**src/rtl/seg7_pkg.sv**
```systemverilog
`default_nettype none
// ============================================================================
//  Module      : seg7_pkg
//  Description : Shared constants and types for the 7-segment scan decoder:
//                digit segment codes, special nibbles and FSM state encoding.
//  Revision    : 1.0 - initial release
// ============================================================================
package seg7_pkg;

   // Active-high segment patterns {g,f,e,d,c,b,a}; index = decimal digit
   localparam logic [9:0][6:0] SEG_CODES = {
      7'h6F,   // 9
      7'h7F,   // 8
      7'h07,   // 7
      7'h7D,   // 6
      7'h6D,   // 5
      7'h66,   // 4
      7'h4F,   // 3
      7'h5B,   // 2
      7'h06,   // 1
      7'h3F    // 0
   };

   localparam logic [6:0] SEG_BLANK    = 7'h00;
   localparam logic [3:0] BLANK_NIBBLE = 4'hF;
   localparam logic [3:0] ERR_NIBBLE   = 4'hE;
   localparam int         NUM_DIGITS   = 4;

   typedef enum logic [1:0] {
      ST_SETTLE  = 2'd0,
      ST_HOLD    = 2'd1,
      ST_PUBLISH = 2'd2
   } state_t;

endpackage
`default_nettype wire

```
**src/rtl/seg7_decode.sv**
```systemverilog
`default_nettype none
// ============================================================================
//  Module      : seg7_decode
//  Description : Combinational active-high segment pattern to BCD nibble
//                decoder. All-off decodes to the blank nibble; anything that
//                is not a digit or blank decodes to the error nibble.
//  Revision    : 1.0 - initial release
// ============================================================================
module seg7_decode
   import seg7_pkg::*;
(
   input  logic [6:0] i_seg,
   output logic [3:0] o_nibble,
   output logic       o_err
);

   // Table lookup against the shared digit codes; error is the fallthrough
   always_comb begin
      o_nibble = ERR_NIBBLE;
      o_err    = 1'b1;
      if (i_seg == SEG_BLANK) begin
         o_nibble = BLANK_NIBBLE;
         o_err    = 1'b0;
      end
      for (int d = 0; d < 10; d++) begin
         if (i_seg == SEG_CODES[d]) begin
            o_nibble = 4'(d);
            o_err    = 1'b0;
         end
      end
   end

endmodule
`default_nettype wire

```
**src/rtl/seg7_scan_decoder.sv**
```systemverilog
`default_nettype none
// ============================================================================
//  Module      : seg7_scan_decoder
//  Description : Snoops a multiplexed 4-digit 7-segment display bus, debounces
//                each digit dwell, decodes it and publishes complete frames as
//                packed BCD with sign and error flags.
//  Revision    : 1.0 - initial release
// ============================================================================
module seg7_scan_decoder
   import seg7_pkg::*;
#(
   parameter bit          SEG_ACTIVE_LOW = 1'b1,
   parameter bit          SEL_ACTIVE_LOW = 1'b1,
   parameter int unsigned STABLE_CYCLES  = 4
)(
   input  logic        clk,
   input  logic        rst,
   input  logic [6:0]  i_segments,
   input  logic [3:0]  i_display_select,
   input  logic        i_sign,
   output logic [15:0] o_value_bcd,
   output logic        o_value_sign,
   output logic        o_frame_valid,
   output logic        o_digit_error
);

   localparam logic [7:0] c_STABLE = 8'(STABLE_CYCLES);

   // Normalised (active-high) view of the display bus
   logic [6:0]            w_seg_ah;
   logic [3:0]            w_sel_ah;
   logic [11:0]           w_sample;
   logic                  w_same;
   logic [7:0]            w_cnt_nxt;
   logic                  w_accept;
   logic                  w_onehot;
   logic [3:0]            w_dec_nib;
   logic                  w_dec_err;
   logic [NUM_DIGITS-1:0] w_seen_nxt;

   logic [11:0]                 r_sample;
   logic [7:0]                  r_cnt;
   state_t                      r_state;
   logic [NUM_DIGITS-1:0]       r_seen;
   logic [NUM_DIGITS-1:0]       r_err;
   logic [NUM_DIGITS-1:0][3:0]  r_slots;
   logic                        r_sign;
   logic [15:0]                 r_value_bcd;
   logic                        r_value_sign;
   logic                        r_frame_valid;
   logic                        r_digit_error;

   assign w_seg_ah   = SEG_ACTIVE_LOW ? ~i_segments       : i_segments;
   assign w_sel_ah   = SEL_ACTIVE_LOW ? ~i_display_select : i_display_select;
   assign w_sample   = {w_seg_ah, w_sel_ah, i_sign};
   assign w_same     = (w_sample == r_sample);
   assign w_onehot   = $onehot(w_sel_ah);
   assign w_seen_nxt = r_seen | w_sel_ah;

   // Accept fires on the cycle the count reaches its target, so only once
   // per dwell: the FSM leaves SETTLE on that same edge
   assign w_accept   = (r_state == ST_SETTLE) && (w_cnt_nxt == c_STABLE);

   // Next stability count: restart on change, otherwise saturating increment
   always_comb begin
      w_cnt_nxt = 8'd1;
      if (w_same) begin
         w_cnt_nxt = (r_cnt >= c_STABLE) ? c_STABLE : r_cnt + 8'd1;
      end
   end

   seg7_decode u_decode (
      .i_seg    (w_seg_ah),
      .o_nibble (w_dec_nib),
      .o_err    (w_dec_err)
   );

   // Sample register and stability counter, running in every FSM state
   always_ff @(posedge clk or posedge rst) begin
      if (rst) begin
         r_sample <= '0;
         r_cnt    <= '0;
      end else begin
         r_sample <= w_sample;
         r_cnt    <= w_cnt_nxt;
      end
   end

   // Frame assembly FSM with registered frame outputs
   always_ff @(posedge clk or posedge rst) begin
      if (rst) begin
         r_state       <= ST_SETTLE;
         r_seen        <= '0;
         r_err         <= '0;
         r_slots       <= '0;
         r_sign        <= 1'b0;
         r_value_bcd   <= '0;
         r_value_sign  <= 1'b0;
         r_frame_valid <= 1'b0;
         r_digit_error <= 1'b0;
      end else begin
         r_frame_valid <= 1'b0;
         case (r_state)
            ST_SETTLE: begin
               if (w_accept) begin
                  r_state <= ST_HOLD;
                  // Zero or multiple selects are ghosting/blanking: drop them
                  if (w_onehot) begin
                     for (int k = 0; k < NUM_DIGITS; k++) begin
                        if (w_sel_ah[k]) begin
                           r_slots[k] <= w_dec_nib;
                           r_err[k]   <= w_dec_err;
                        end
                     end
                     r_seen <= w_seen_nxt;
                     r_sign <= i_sign;
                     if (&w_seen_nxt) begin
                        r_state <= ST_PUBLISH;
                     end
                  end
               end
            end
            ST_HOLD: begin
               if (!w_same) begin
                  r_state <= ST_SETTLE;
               end
            end
            ST_PUBLISH: begin
               r_value_bcd   <= r_slots;
               r_value_sign  <= r_sign;
               r_digit_error <= |r_err;
               r_frame_valid <= 1'b1;
               r_seen        <= '0;
               r_err         <= '0;
               r_state       <= w_same ? ST_HOLD : ST_SETTLE;
            end
            default: begin
               r_state <= ST_SETTLE;
            end
         endcase
      end
   end

   assign o_value_bcd   = r_value_bcd;
   assign o_value_sign  = r_value_sign;
   assign o_frame_valid = r_frame_valid;
   assign o_digit_error = r_digit_error;

endmodule
`default_nettype wire

```
**config.mk**
```make
export PLATFORM = sky130hd
export DESIGN_NAME = seg7_scan_decoder
export DESIGN_NICKNAME = d
export VERILOG_FILES = /design/src/rtl/seg7_pkg.sv /design/src/rtl/seg7_decode.sv /design/src/rtl/seg7_scan_decoder.sv
export SDC_FILE = /design/constraint.sdc
export NUM_CORES = 1
export LEC_CHECK = 0
export BUFFER_PORTS_ARGS = -buffer_cell sky130_fd_sc_hd__buf_2
export CAP_MARGIN = 20
export CORE_UTILIZATION = 45
export CTS_BUF_LIST = sky130_fd_sc_hd__clkbuf_4 sky130_fd_sc_hd__clkbuf_8
export DETAILED_ROUTE_END_ITERATION = 6
export PLACE_DENSITY = 0.7
export SYNTH_ARGS = -nofsm -noshare
export SYNTH_HDL_FRONTEND = slang
export SYNTH_SLANG_ARGS = --single-unit
```
**constraint.sdc**
```tcl
create_clock -name clk -period 2 [get_ports clk]
set_input_delay 0.1 -clock clk [delete_from_list [all_inputs] [get_ports clk]]
set_output_delay 0.1 -clock clk [all_outputs]
set_load 0.03 [all_outputs]
```
Yosys cells after proc, flatten, opt, wreduce, memory -nomap -nowiden. Cells that the tools add are included.

Bits in registers: 66. Word-level logic and storage cells: 105.

$add $sub $neg: 4. Magnitude comparators: 1. Equal/unequal tests: 22. Multiplexer cells: 41. Bitwise gates (word level): 3. Reduce and logical (&&, ||, !) cells: 17.

Operators by type and width (count): two-way mux 4 bit (14); == test 7 bit, second input constant (7); AND reduction 4 bit (9); two-way mux 1 bit (18); two-way mux 8 bit (2); case mux 4 bit (2 select lines) (2); == test 7 x 3 -> 1 bit, second input constant (2); inequality test 2 bit, second input constant (7); == test 12 bit (1); adder 8 x 1 -> 8 bit, second input constant (1); == test 8 x 3 -> 1 bit, second input constant (1); greater-or-equal comparator 8 x 3 -> 1 bit, second input constant (1); two-way mux 2 bit (4); == test 7 x 6 -> 1 bit, second input constant (1); logical NOT 7 bit (1); NOT 7 bit (1); case mux 2 bit (3 select lines) (1); AND reduction 3 bit (2); adder 1 x 1 -> 2 bit (2); NOT 4 bit (1); bitwise OR 4 bit (1); OR reduction 4 bit (1); adder 2 x 2 -> 3 bit (1); == test 3 x 1 -> 1 bit, second input constant (1); 6 further kinds (6).

Depth between registers and ports, before layout.
Depth after elaboration: 17. Mapped depth: 10.

Cells and area by module. Synthesis repeated with hierarchy kept, for this count alone.

Cell total of the unflattened synthesis: 229. Area, all modules: 2961.6 um^2.

By module, submodules not included: seg7_scan_decoder (instances 1, cells an instance 191, area each 2716.4 um^2, sequential area each 1651.6 um^2); seg7_decode (instances 1, cells an instance 38, area each 245.2 um^2, sequential area each 0.0 um^2).

Least setup slack after synthesis. OpenSTA, ideal clock, no wires.

Path kind: input to register. Start: in i_display_select[0]. End: reg r_sign. Library setup time: 0.127 ns. Data arrival time: 2.646 ns. Data required time: 1.873 ns. Path slack: -0.773 ns. Stages: 10. Path buffers: 1. Cell sequence: fa_1 inv_1 ha_1 ha_1 or4b_1 a31oi_2 nand4_4 buf_2 nor2_1 mux2_1.

Word-level cells in the longest chain between the ends: 6. Elaborated cells between the ends (all ways): 9. Those cells by class: 2 x add/sub; 3 x eq/ne; 1 x mux; 1 x bitwise; 2 x reduce/logical.

Ends and longest elaborated chain: start, declared (line seg7_scan_decoder.sv:19) `input logic [3:0] i_display_select,`; NOT 4 bit (*) (line seg7_scan_decoder.sv:54) `assign w_sel_ah = SEL_ACTIVE_LOW ? ~i_display_select : i_display_select;`; == test 12 bit (line seg7_scan_decoder.sv:56) `assign w_same = (w_sample == r_sample);`; two-way mux 8 bit (line seg7_scan_decoder.sv:67) `if (w_same) begin`; == test 8 x 3 -> 1 bit (line seg7_scan_decoder.sv:62) `assign w_accept = (r_state == ST_SETTLE) && (w_cnt_nxt == c_STABLE);`; logical AND 1 bit (line seg7_scan_decoder.sv:62); AND reduction 3 bit (no line) (*); end signal, assigned (line seg7_scan_decoder.sv:116) `r_sign <= i_sign;`; end, declared (line seg7_scan_decoder.sv:47) `logic r_sign;`.

Mark *: on every way between the ends. The rest lies on a longest branch, timed or not. A chain may end at the register's enable or synchronous reset.

Worst setup path after layout.
Start: in i_display_select[0]. End: reg r_slots[12] (netlist name).

Word-level cells in the longest chain between the ends: 6. Elaborated cells between the ends (all ways): 9. Those cells by class: 2 x add/sub; 3 x eq/ne; 1 x mux; 1 x bitwise; 2 x reduce/logical.

Ends and longest elaborated chain: NOT 4 bit (*) (line seg7_scan_decoder.sv:54); == test 12 bit (line seg7_scan_decoder.sv:56); two-way mux 8 bit (line seg7_scan_decoder.sv:67); == test 8 x 3 -> 1 bit (line seg7_scan_decoder.sv:62); logical AND 1 bit (line seg7_scan_decoder.sv:62); AND reduction 4 bit (no line) (*); end signal, assigned by index (line seg7_scan_decoder.sv:111) `r_slots[k] <= w_dec_nib;`; end, declared (line seg7_scan_decoder.sv:46) `logic [NUM_DIGITS-1:0][3:0] r_slots;`.

Marks and branches as above.

==> flow_summary.json <==
{
  "outcome": "finished with violations",
  "violations": "setup timing",
  "place_congestion": 0.905,
  "max_freq_mhz": 393,
  "grt_pass1_vias": 2003,
  "cts.clk_slew.worst_paths_ns": 0.07,
  "rrSetupSlack_ns": -0.21,
  "holdPathEnd": "r_sign",
  "yosysUniqueCellTypes": 45,
  "die_w_um": 82.4,
  "vias_per_cell": 5.18,
  "slew-limit-headroom": 0.617,
  "syn2layout_area_growth_pct": 26.1,
  "critPathBufInv": 2,
  "end_kind": "flop",
  "initial_core_util": 0.479,
  "path_cells": "buf_6, fa_1, inv_1, ha_2, ha_4, or4b_4, a31oi_4, nand4_4, nor3_4, mux2_2",
  "clockBufferDepth": 2,
  "fill_cells": 511,
  "hold_viol_final": 0,
  "slowest_stage": "fa_1",
  "cp_max_fo": 5,
  "die_area_um2": 6780,
  "finish.instance_area_um2": 3660,
  "r2r_cells": 5,
  "synth.avg_cell_area_um2": 11.4,
  "drc": 0,
  "place_ws_ns": -0.897,
  "cp_data_required_time_ns": 2.22,
  "syn_area_um2": 2910,
  "p_per_area_nw_per_um2": 714,
  "ios": 33,
  "clock-root-buffer": "clkbuf_8",
  "drtAntennaViolNets": 0,
  "report.final.setup_viol": 26,
  "mostFrequentLayoutCells": "dfrtp_1 (66), nand2_1 (55), buf_2 (30)",
  "synthCells": 255,
  "fp-row-count": 28,
  "drv_slew": 0,
  "cts_sinks": 66,
  "hold_path_startpoint": "i_sign",
  "final_common_cell": "dfrtp_1",
  "grt_max_degree": 54,
  "die-height_um": 82.4,
  "period_minus_slack_ns": 2.55,
  "fin_skew_ns": 0.00796,
  "cp_top_family": "simple AND/OR/NAND/NOR gates",
  "routed_wl_um": 6070,
  "holdPathStages": 2,
  "multi_input_area_um2": 1230,
  "total_leakage_power_nw": 1.83,
  "drv_cap": 0,
  "first_iter_violations": 110,
  "ir_drop_uv": 547,
  "avgRoutedWirePerCell_um": 15.2,
  "r2r_start": "r_state[0]",
  "grt_overflow_total": 0,
  "cts_buffers": 9,
  "n_antenna_cell": 0,
  "cts_tree": "built",
  "grt_setup_unrepaired": "true",
  "port_buffers": 32,
  "arrival_ns": 2.77,
  "yosys_warnings": 0,
  "post-route-util": 0.605,
  "setup_ws_ns": -0.547,
  "dr_total_vias": 2066,
  "grt_usage": 0.203,
  "slowest_delay_ns": 0.52,
  "worstHoldPathType": "in2reg",
  "placed_area_um2": 3340,
  "r2r-end": "r_slots[12]",
  "first_pass_iters": 4,
  "place_hpwl_um": 4130,
  "ys_seq_area_frac": 0.568,
  "start_kind": "primary input",
  "htreeDepth": 3,
  "fin_tns_setup_ns": -11.28,
  "ys_top_cells_by_area": "dfrtp_1 (57%), nand2_1 (7.1%), mux2_2 (5.4%), xnor2_1 (3.6%), nor3_4 (2.2%)",
  "worstSkewPairLatency_ns": 0.33,
  "antenna_found_initial": 0,
  "worstMarginPinSlew_ns": 0.574,
  "synth_top_area_frac": 0.568,
  "nets": 338,
  "core_area_um2": 6060,
  "drive_gt1_frac": 0.330,
  "synth-seq-cells": 66,
  "grt_pass1_wl_um": 9780,
  "critical_path_class": "in2reg",
  "ff_latch_area_um2": 1650,
  "netlist.top_cell.by_area": "dfrtp_1",
  "final.period_utilization": 1.27
}
## timing repair
action / in CTS / in global routing
pin swaps: 0 / 2
hold endpoints to repair: 15 / 0
resized for setup: 12 / 6
hold buffers: 3 / 0
setup endpoints to repair: 26 / 26
buffers inserted: 4 / 3
## kinds of logic (layout without fill, tap and decap cells)
kind of cell,count (synthesis),count (layout),share of synthesized area
AOI/OAI and AO/OA,29,29,0.0724
xor gates and xnor gates,14,14,0.0422
adders and majority gates,5,5,0.0241
buffers and inverters,30,95,0.0422
DFF,66,66,0.568
muxes,17,17,0.0659
other,1,5,0.00129
and+or+nand+nor,93,93,0.183
## routing by layer
layer,vias to the layer above,wire length (um),global-route usage
met2,52,2860,0.303
met1,1014,2970,0.277
met5,-,0,0
met4,0,49,0.104
li1,998,-,-
met3,2,194,0.0440
## stage by stage
step                      hold WS [ns]  total power, W  instances
after floorplan                  0.131         0.00152        259
after global placement          0.0668         0.00159        374
after detailed placement        0.0702         0.00160        374
after CTS                       0.0156         0.00264        397
after global routing            0.0332         0.00274        399
final                           0.0290         0.00262        399
## layout make-up
| type | instances | share of cell area |
|---|---|---|
| Sequential cell | 66 | 0.451 |
| Multi-Input combinational cell | 163 | 0.335 |
| Timing Repair Buffer | 62 | 0.120 |
| Clock buffer | 11 | 0.0413 |
| Tap cell | 75 | 0.0256 |
| Inverter | 17 | 0.0174 |
| Clock inverter | 5 | 0.0102 |
## power breakdown
group	internal [W]	leakage (nW)	switching [W]	total, W
Sequential	0.00135	0.878	0.00000798	0.00136
Combinational	0.0000901	0.865	0.000128	0.000218
Clock	0.000522	0.0919	0.000517	0.00104
Total	0.00196	1.83	0.000653	0.00262
## cells in the mapped netlist, drive strengths merged
cell,count
fa,1
nand4,5
buf,11
mux2,17
o21a,5
clkinv,1
o22ai,1
a21oi,3
nand3b,1
nand2,55
o21ai,4
and3,1
or3,1
dfrtp,66
nor2,3
and2,1
o32a,1
nor3,7
and4,2
o311a,1
or4b,2
nor2b,1
xor2,2
a31oi,2
a211oi,2
a311oi,1
clkbuf,2
o211ai,4
nand3,1
inv,16
o31ai,4
nor4,9
conb,1
o2111ai,1
ha,4
xnor2,12
nand2b,4
## flip-flops by register name, summed over array words and instances (netlist names), 2 cells and up
name,cells
o_value_bcd,16
r_slots,16
r_sample,12
r_cnt,8
r_err,4
r_seen,4
r_state,2
## worst max path at each step
stage / slack (ns) / to / from / cells after the start
3_5_place_dp: -0.90 / r_slots[10] / i_display_select[0] / 10
3_3_place_gp: -0.84 / r_slots[9] / i_display_select[0] / 10
2_1_floorplan: -0.63 / r_slots[12] / i_display_select[0] / 9
4_1_cts: -0.52 / r_slots[3] / i_display_select[0] / 10
5_1_grt: -0.58 / r_slots[2] / i_display_select[0] / 11
6_report: -0.55 / r_slots[12] / i_display_select[0] / 10
No activity file was read; power rests on OpenSTA's default activity.
